--- config.mk ---
export PLATFORM = sky130hd
export DESIGN_NAME = instruction_fetch_unit
export DESIGN_NICKNAME = d
export VERILOG_FILES = /design/src/rtl/instruction_fetch_unit_pkg.sv /design/src/rtl/instruction_fetch_unit_next_pc_calc.sv /design/src/rtl/instruction_fetch_unit.sv
export SDC_FILE = /design/constraint.sdc
export NUM_CORES = 1
export LEC_CHECK = 0
export ABC_AREA = 1
export CAP_MARGIN = 25
export CORE_ASPECT_RATIO = 0.5
export CORE_MARGIN = 4
export CORE_UTILIZATION = 36
export CTS_CLUSTER_SIZE = 10
export DETAILED_ROUTE_END_ITERATION = 7
export PLACE_DENSITY = 0.66
export SYNTH_ARGS = -nofsm -noshare
export SYNTH_HDL_FRONTEND = slang
export SYNTH_SLANG_ARGS = --single-unit
--- constraint.sdc ---
create_clock -name i_clk -period 3.5 [get_ports i_clk]
set_input_delay 1.05 -clock i_clk [delete_from_list [all_inputs] [get_ports i_clk]]
set_output_delay 1.05 -clock i_clk [all_outputs]
set_load 0.05 [all_outputs]
--- src/rtl/instruction_fetch_unit_pkg.sv ---
// Shared encodings for the fetch stage: next-PC select, fetch FSM states and the IF/ID register layout.
package instruction_fetch_unit_pkg;

  typedef enum logic [1:0] {
    PC_SRC_SEQ = 2'd0,
    PC_SRC_BR  = 2'd1,
    PC_SRC_J   = 2'd2,
    PC_SRC_JR  = 2'd3
  } pc_src_e;

  typedef enum logic [1:0] {
    BOOT = 2'd0,
    RUN  = 2'd1,
    HALT = 2'd2
  } fetch_state_e;

  localparam logic [31:0] NOP_INSTR = 32'h0000_0000;

  typedef struct packed {
    logic [31:0] instr;
    logic [31:0] pc4;
    logic        valid;
  } if_id_t;

  localparam if_id_t IF_ID_BUBBLE = '{instr: NOP_INSTR, pc4: 32'h0, valid: 1'b0};

endpackage

--- src/rtl/instruction_fetch_unit_next_pc_calc.sv ---
// Combinational next-PC targets (seq/branch/jump/jr) and the pc_src mux; no state, no backpressure.
module instruction_fetch_unit_next_pc_calc
  import instruction_fetch_unit_pkg::*;
(
  input  logic [31:0] i_pc,
  input  logic [1:0]  i_pc_src,
  input  logic [31:0] i_id_pc_plus4,
  input  logic [15:0] i_id_imm16,
  input  logic [25:0] i_id_target26,
  input  logic [31:0] i_jr_addr,
  output logic [31:0] o_seq_pc,
  output logic [31:0] o_target_pc,
  output logic        o_redirect,
  output logic        o_jr_misaligned
);

  logic [31:0] w_br_pc;
  logic [31:0] w_j_pc;

  assign o_seq_pc = i_pc + 32'd4;
  // Branch offset is in words, so sign-extend then scale by 4.
  assign w_br_pc  = i_id_pc_plus4 + {{14{i_id_imm16[15]}}, i_id_imm16, 2'b00};
  assign w_j_pc   = {i_id_pc_plus4[31:28], i_id_target26, 2'b00};

  always_comb begin
    o_target_pc = o_seq_pc;
    case (pc_src_e'(i_pc_src))
      PC_SRC_BR: o_target_pc = w_br_pc;
      PC_SRC_J:  o_target_pc = w_j_pc;
      PC_SRC_JR: o_target_pc = i_jr_addr;
      default:   o_target_pc = o_seq_pc;
    endcase
  end

  assign o_redirect      = (i_pc_src != PC_SRC_SEQ);
  assign o_jr_misaligned = (i_pc_src == PC_SRC_JR) && (i_jr_addr[1:0] != 2'b00);

endmodule

--- src/rtl/instruction_fetch_unit.sv ---
// Fetch stage: owns pc (imem_addr is combinational from it) and loads IF/ID one edge after the PC is presented.
// Redirect beats flush beats stall; stall holds pc and IF/ID; any fault freezes the stage until reset.
module instruction_fetch_unit
  import instruction_fetch_unit_pkg::*;
#(
  parameter logic [31:0] RESET_PC   = 32'h0000_0000,
  parameter int unsigned IMEM_WORDS = 256
) (
  input  logic        i_clk,
  input  logic        i_reset,
  input  logic        i_stall,
  input  logic        i_flush,
  input  logic [1:0]  i_pc_src,
  input  logic [31:0] i_id_pc_plus4,
  input  logic [15:0] i_id_imm16,
  input  logic [25:0] i_id_target26,
  input  logic [31:0] i_jr_addr,
  output logic [31:0] o_imem_addr,
  input  logic [31:0] i_imem_instr,
  output logic [31:0] o_if_id_instr,
  output logic [31:0] o_if_id_pc4,
  output logic        o_if_id_valid,
  output logic        o_fetch_fault
);

  fetch_state_e r_state;
  fetch_state_e w_state_nxt;
  logic [31:0]  r_pc;
  logic [31:0]  w_pc_nxt;
  if_id_t       r_if_id;
  if_id_t       w_if_id_nxt;
  logic         r_fault;
  logic         w_fault_nxt;
  logic         w_pc_loaded;

  logic [31:0]  w_seq_pc;
  logic [31:0]  w_target_pc;
  logic         w_redirect;
  logic         w_jr_misaligned;

  instruction_fetch_unit_next_pc_calc u_next_pc_calc (
    .i_pc            (r_pc),
    .i_pc_src        (i_pc_src),
    .i_id_pc_plus4   (i_id_pc_plus4),
    .i_id_imm16      (i_id_imm16),
    .i_id_target26   (i_id_target26),
    .i_jr_addr       (i_jr_addr),
    .o_seq_pc        (w_seq_pc),
    .o_target_pc     (w_target_pc),
    .o_redirect      (w_redirect),
    .o_jr_misaligned (w_jr_misaligned)
  );

  always_comb begin
    w_state_nxt = r_state;
    w_pc_nxt    = r_pc;
    w_if_id_nxt = r_if_id;
    w_fault_nxt = r_fault;
    w_pc_loaded = 1'b0;
    case (r_state)
      BOOT: begin
        w_if_id_nxt = IF_ID_BUBBLE;
        w_state_nxt = RUN;
      end
      RUN: begin
        if (w_redirect) begin
          // A misaligned jr never reaches pc; the old value stays for debug.
          w_if_id_nxt = IF_ID_BUBBLE;
          if (w_jr_misaligned) begin
            w_fault_nxt = 1'b1;
          end else begin
            w_pc_nxt    = w_target_pc;
            w_pc_loaded = 1'b1;
          end
        end else if (i_flush) begin
          w_if_id_nxt = IF_ID_BUBBLE;
          w_pc_nxt    = w_seq_pc;
          w_pc_loaded = 1'b1;
        end else if (!i_stall) begin
          w_if_id_nxt = '{instr: i_imem_instr, pc4: w_seq_pc, valid: 1'b1};
          w_pc_nxt    = w_seq_pc;
          w_pc_loaded = 1'b1;
        end
        if (w_pc_loaded && (w_pc_nxt[31:2] >= 30'(IMEM_WORDS))) begin
          w_fault_nxt = 1'b1;
        end
        if (w_fault_nxt) begin
          w_state_nxt = HALT;
        end
      end
      HALT: begin
        w_if_id_nxt = IF_ID_BUBBLE;
      end
      default: begin
        w_if_id_nxt = IF_ID_BUBBLE;
        w_state_nxt = HALT;
      end
    endcase
  end

  always_ff @(posedge i_clk or posedge i_reset) begin
    if (i_reset) begin
      r_state <= BOOT;
      r_pc    <= RESET_PC;
      r_if_id <= IF_ID_BUBBLE;
      r_fault <= 1'b0;
    end else begin
      r_state <= w_state_nxt;
      r_pc    <= w_pc_nxt;
      r_if_id <= w_if_id_nxt;
      r_fault <= w_fault_nxt;
    end
  end

  assign o_imem_addr   = r_pc;
  assign o_if_id_instr = r_if_id.instr;
  assign o_if_id_pc4   = r_if_id.pc4;
  assign o_if_id_valid = r_if_id.valid;
  assign o_fetch_fault = r_fault;

endmodule

Word-level counts from Yosys, hierarchy flattened
Cells that the tools add are included.

Register bits: 100. Latch bits: 0. Memory bits (writable): 0. Bits in read-only memories: 0. Input bits: 144. Output and inout bits: 98. Logic and storage cells: 47. Memories: 0.

Add/sub/neg operators: 2. $mul: 0. Divide/modulo/power cells: 0. $lt $le $gt $ge: 1. Eq/ne operators: 8. Shift operators: 0. Multiplexer cells: 21. Bitwise operators: 1. Reduce and logical (&&, ||, !) cells: 7.

Operators with widths (count): 65-bit two-way mux (4); 32-bit two-way mux (5); 32-bit case mux with 3 select lines (1); 32-bit by 3-bit adder with 32-bit output (second input constant) (1); 32-bit adder (1); 30-bit by 9-bit greater-or-equal comparator with 1-bit output (second input constant) (1); 1-bit two-way mux (9); 2-bit equality test (second input constant) (3); 2-bit case mux with 3 select lines (1); 2-bit by 1-bit equality test with 1-bit output (second input constant) (2); 4-bit by 3-bit != test with 1-bit output (second input constant) (1); 2-bit nonzero test (2); 3-bit != test (second input constant) (1); 3-bit AND reduction (1); 1-bit logical AND (2); 2-bit logical NOT (1); 2-bit two-way mux (1); 2-bit != test (second input constant) (1); 2-bit AND reduction (1); 1-bit NOT (1).

Longest topological paths before layout
Depth in word-level cells: 11. Mapped depth: 22.

By module
Synthesis repeated with hierarchy kept, for this count alone.

Cells, all modules: 1415. Area, all modules: 8693.3 µm².

By module, submodules not included: instruction_fetch_unit (times used 1, cells each 630, area each 4902.2 µm², sequential area each 2502.4 µm²); instruction_fetch_unit_next_pc_calc (times used 1, cells each 785, area each 3791.1 µm², sequential area each 0.0 µm²).

Worst setup path after synthesis
Ideal clock, no wire load.

Path type: in2reg. From: in i_id_pc_plus4[2]. To: reg r_state[1]. Setup time: 0.116 ns. Arrival: 2.974 ns. Setup slack: 0.410 ns. Stages on the path: 17. Buffers on the path: 0. Cells stage by stage: ha_1 fa_1 nand2_1 nand2_1 nand3_1 nand2_1 nor2_1 o21ai_0 o211ai_1 o211ai_1 or2_1 nor2_1 nand3_1 nand2_1 nand2_1 nand2_1 nand2_1.

Longest elaborated chain between the ends: 11.

Ends and longest elaborated chain: from (decl) (RTL line instruction_fetch_unit.sv:14) `input logic [31:0] i_id_pc_plus4,`; 32-bit adder (RTL line instruction_fetch_unit_next_pc_calc.sv:22) `assign w_br_pc = i_id_pc_plus4 + {{14{i_id_imm16[15]}}, i_id_imm16, 2'b00};`; 32-bit case mux with 3 select lines (RTL line instruction_fetch_unit_next_pc_calc.sv:27) `case (pc_src_e'(i_pc_src))`; 32-bit two-way mux (RTL line instruction_fetch_unit.sv:69) `if (w_jr_misaligned) begin`; 32-bit two-way mux (RTL line instruction_fetch_unit.sv:66) `if (w_redirect) begin`; 32-bit two-way mux (RTL line instruction_fetch_unit.sv:60) `case (r_state)`; 30-bit by 9-bit greater-or-equal comparator with 1-bit output (RTL line instruction_fetch_unit.sv:84) `if (w_pc_loaded && (w_pc_nxt[31:2] >= 30'(IMEM_WORDS))) begin`; 1-bit logical AND (RTL line instruction_fetch_unit.sv:84); 1-bit two-way mux (RTL line instruction_fetch_unit.sv:84); 1-bit two-way mux (RTL line instruction_fetch_unit.sv:60); 2-bit != test (no source line); 2-bit AND reduction (no source line); to (signal assigned) (RTL line instruction_fetch_unit.sv:108) `r_state <= w_state_nxt;`; to (decl) (RTL line instruction_fetch_unit.sv:26) `fetch_state_e r_state;`.

No other way between the ends. The select of a mux whose other input is x is not followed. A chain may end at the register's enable or synchronous reset.

Worst setup path after layout
From: in i_id_imm16[2]. To: reg r_state[1].

Longest elaborated chain between the ends: 11.

Ends and longest elaborated chain: from (decl) (RTL line instruction_fetch_unit.sv:15) `input logic [15:0] i_id_imm16,`; 32-bit adder (RTL line instruction_fetch_unit_next_pc_calc.sv:22); 32-bit case mux with 3 select lines (RTL line instruction_fetch_unit_next_pc_calc.sv:27); 32-bit two-way mux (RTL line instruction_fetch_unit.sv:69); 32-bit two-way mux (RTL line instruction_fetch_unit.sv:66); 32-bit two-way mux (RTL line instruction_fetch_unit.sv:60); 30-bit by 9-bit greater-or-equal comparator with 1-bit output (RTL line instruction_fetch_unit.sv:84); 1-bit logical AND (RTL line instruction_fetch_unit.sv:84); 1-bit two-way mux (RTL line instruction_fetch_unit.sv:84); 1-bit two-way mux (RTL line instruction_fetch_unit.sv:60); 2-bit != test (no source line); 2-bit AND reduction (no source line).

No other way between the ends. The select of a mux whose other input is x is not followed.

==> flow_metrics.py <==
metrics = {
    "worst_setup_path": {
        "cp-end-kind": "register",
        "critPathBufInv": 3,
        "arrival_ns": 3.63,
        "worstPathMaxFanout": 5,
        "worstSetupStartpointType": "input port",
        "required_ns": 3.76,
        "crit_slowest_cell": "clkdlybuf4s50_1",
        "path_cells": "clkdlybuf4s50_1, ha_4, buf_4, nand2_1, nor2_1, nand3_1, nand3_4, nand2_2, nand2_1, nand2_1, nand3_1, nand2_1, nand2_1, nand2_1, inv_1, nand3_2, nor2_2, nand3_1, nand2_2, nand2_1, nand2_1, nand2_1",
        "crit_top_cell": "nand2_1",
        "slowest_delay_ns": 0.45,
        "crit_family": "simple AND/OR/NAND/NOR gates",
        "worstSetupPathType": "input port to register",
    },
    "pwr": {
        "pwr-share-clk_pct": 29.4,
        "switchingPower_uw": 1100,
        "p_int_uw": 2230,
        "switching_share_pct": 33.0,
        "p_comb_share_pct": 35.6,
        "p_leak_uw": 0.00688,
        "p_seq_share_pct": 35.0,
        "vdd_drop_max_uv": 241,
        "power_density_nw_per_um2": 253,
    },
    "clock_tree": {
        "cts_root_buf": "clkbuf_16",
        "ctsHoldBuffers": 0,
        "clkSinkCount": 100,
        "clock_latency_ns": 0.36,
        "clockBufferDepth": 2,
        "cts_buffers": 9,
        "clk_pin_slew_ns": 0.07,
        "cts_tree": "yes",
        "htreeDepth": 3,
    },
    "synth": {
        "synth_edf_count": 0,
        "postSynth.asyncResetShare_pct": 100,
        "synth_cell_types": 47,
        "ys_warn_count": 0,
        "synth_ff_type": "dfrtp_1",
        "yosysTopAreaCellShare_pct": 30.2,
        "syn_area_um2": 8300,
        "synth_top_area_cell": "dfrtp_1",
        "synth_fp_nets": 1501,
        "ys_seq_elements": 100,
        "syn_avg_cell_area_um2": 6.26,
        "synthTopCellsByArea": "dfrtp_1, nand2_1, nand3_1",
        "ys_seq_area_share_pct": 30.2,
        "syn-instance-count": 1326,
    },
    "sta": {
        "setup_viol": 0,
        "period_share_pct": 96.4,
        "slew_headroom_pct": 31.3,
        "finalWorstSetupSlack_ns": 0.127,
        "hold_violations": 0,
        "slew_violations": 0,
        "period_needed_ns": 3.37,
        "fin_skew_ns": 0.00833,
        "max_freq_mhz": 296,
        "worst_pin_slew_ns": 1.03,
    },
    "global_route": {
        "grt_pass1_wl_um": 53200,
        "grt_pass1_vias": 9885,
        "grt_antenna_before_repair": 0,
        "grt-ovfl-total": 0,
        "grt_max_degree": 104,
        "track_usage_pct": 26.0,
    },
    "placed_design": {
        "placed_area_um2": 12100,
        "post-place-ws_ns": -0.782,
        "routabilityCongestion": 0.964,
        "port_buffers": 241,
        "hpwl_um": 27700,
    },
    "die": {
        "start_util_pct": 37.5,
        "core_area_um2": 22200,
        "pin_count": 242,
        "row_count": 38,
        "die_area_um2": 25700,
        "die_y_um": 115,
        "dieWidth_um": 223,
    },
    "detailed_routing": {
        "wl_met2_um": 16100,
        "dr_wl_met3_um": 2840,
        "drt_iter0_drc": 858,
        "wl_met1_um": 15500,
        "viasPerCell": 5.22,
        "vias": 10300,
        "dr.pass1.iters": 5,
        "ant_nets": 0,
        "post-route-drc-count": 0,
        "routed_wl_um": 35100,
        "topRoutingLayerUsed": "met4",
        "wire_per_inst_um": 17.8,
    },
    "finish": {
        "fillCellCount": 2105,
        "layout_commonest_cell": "nand2_1",
        "antenna_cells": 0,
        "drive_gt1_share_pct": 18.7,
        "fin_area_um2": 13200,
        "final_net_count": 1846,
        "area_growth_pct": 58.6,
        "mostFrequentLayoutCells": "nand2_1, clkdlybuf4s50_1, inv_1",
    },
    "run": {
        "max_cap_viol_count": 0,
    },
    "status": {
        "status": "finished, final reports clean",
    },
    "worst_hold_path": {
        "worstHoldPathType": "register to register",
    },
}
-- power by group through the flow --
stage	logic, uW	clock network (uW)	registers, uW
after floorplan	463	0	1210
after global placement	1030	0	1190
after detailed placement	1030	0	1190
after CTS	1060	997	1170
after global routing	1290	1040	1170
final	1190	981	1170
-- synth_stat cells, types with 2 or more instances --
cell type,instances
a21boi_0,3
buf_1,9
nand3_1,176
xor2_1,15
o21ai_1,2
nor3_1,15
a221oi_1,19
a21oi_1,52
inv_1,165
nand2_2,2
nand3b_1,3
o221ai_1,8
a21oi_2,2
a22o_1,2
ha_1,30
clkbuf_1,31
or2_2,4
o211ai_1,10
dfrtp_1,100
nand3_2,2
nand2_1,437
a32o_1,2
nor2_1,96
and3_1,2
xnor2_1,4
nand4_1,8
nor3_2,3
o22ai_1,7
o21ai_0,72
nor2_4,2
nor2_2,6
inv_2,10
and2_1,3
buf_2,10
a22oi_1,2
-- flip-flops by register name (all words and copies together), names as in the netlist --
| register | cells |
|---|---|
| o_fetch_fault | 1 |
| o_if_id_instr | 32 |
| r_state | 2 |
| o_if_id_pc4 | 32 |
| o_if_id_valid | 1 |
| o_imem_addr | 32 |
-- what timing repair did --
action | CTS | global route
setup buffers | 3 | 1
setup endpoints to repair | 3 | 3
gates cloned | 0 | 1
pin swaps | 6 | 41
resized for setup | 28 | 146
-- logic make-up after synthesis --
kind of cell               after synthesis  synth area share [%]
DFF                                    100                  30.2
buffers and inverters                  226                  10.4
and+or+nand+nor                        764                  39.2
AOI/OAI and AO/OA                      186                  13.5
xor gates and xnor gates                19                  2.01
adders and majority gates               31                  4.76
-- path summary, 6_finish.rpt --
path                           startpoint               to  slack [ns]  depth (start not counted)
setup / recovery            i_id_imm16[2]       r_state[1]        0.13                         22
hold / removal                 r_state[0]       r_state[1]        0.49                          2
setup reg to reg           o_imem_addr[2]       r_state[1]        0.63                         17
hold reg to reg                r_state[0]       r_state[1]        0.49                          2
max in group asynchronous         i_reset  o_imem_addr[21]        1.69                          3
min in group asynchronous         i_reset  o_if_id_pc4[19]        1.18                          2
-- cell type report --
class	count	area (um2)	share of cell area, %
repair buffers	384	3690	28.0
inverters	176	664	5.05
well taps	300	375	2.85
multi-input cells	1000	5640	42.9
clock inverters	5	42.5	0.323
clock buffers	11	243	1.84
flip-flops and latches	100	2500	19.0
-- worst min-delay path, delay by kind of cell, from the launching register on --
family	cells	cell delay, ns
flip-flops	1	0.36
AND/OR/NAND/NOR	2	0.11
-- metrics by stage --
step	hold slack, ns	instances	utilization, %	power [uW]	TNS (ns)
2_1_floorplan	0.441	1326	-	1670	0
3_3_place_gp	0.476	1955	54.5	2220	-3.38
3_5_place_dp	0.470	1955	54.5	2220	-3.43
4_1_cts	0.486	1974	56.4	3220	0
5_1_grt	0.508	1976	59.4	3490	-0.0612
6_report	0.489	1976	59.4	3330	0
-- routing by layer --
metal / global-route usage (%) / up-vias
met5: 0 / -
met4: 6.16 / 0
met3: 4.52 / 48
met2: 42.3 / 415
met1: 36.4 / 4849
li1: - / 5006
Note: power is estimated with default switching activity, not from simulation.
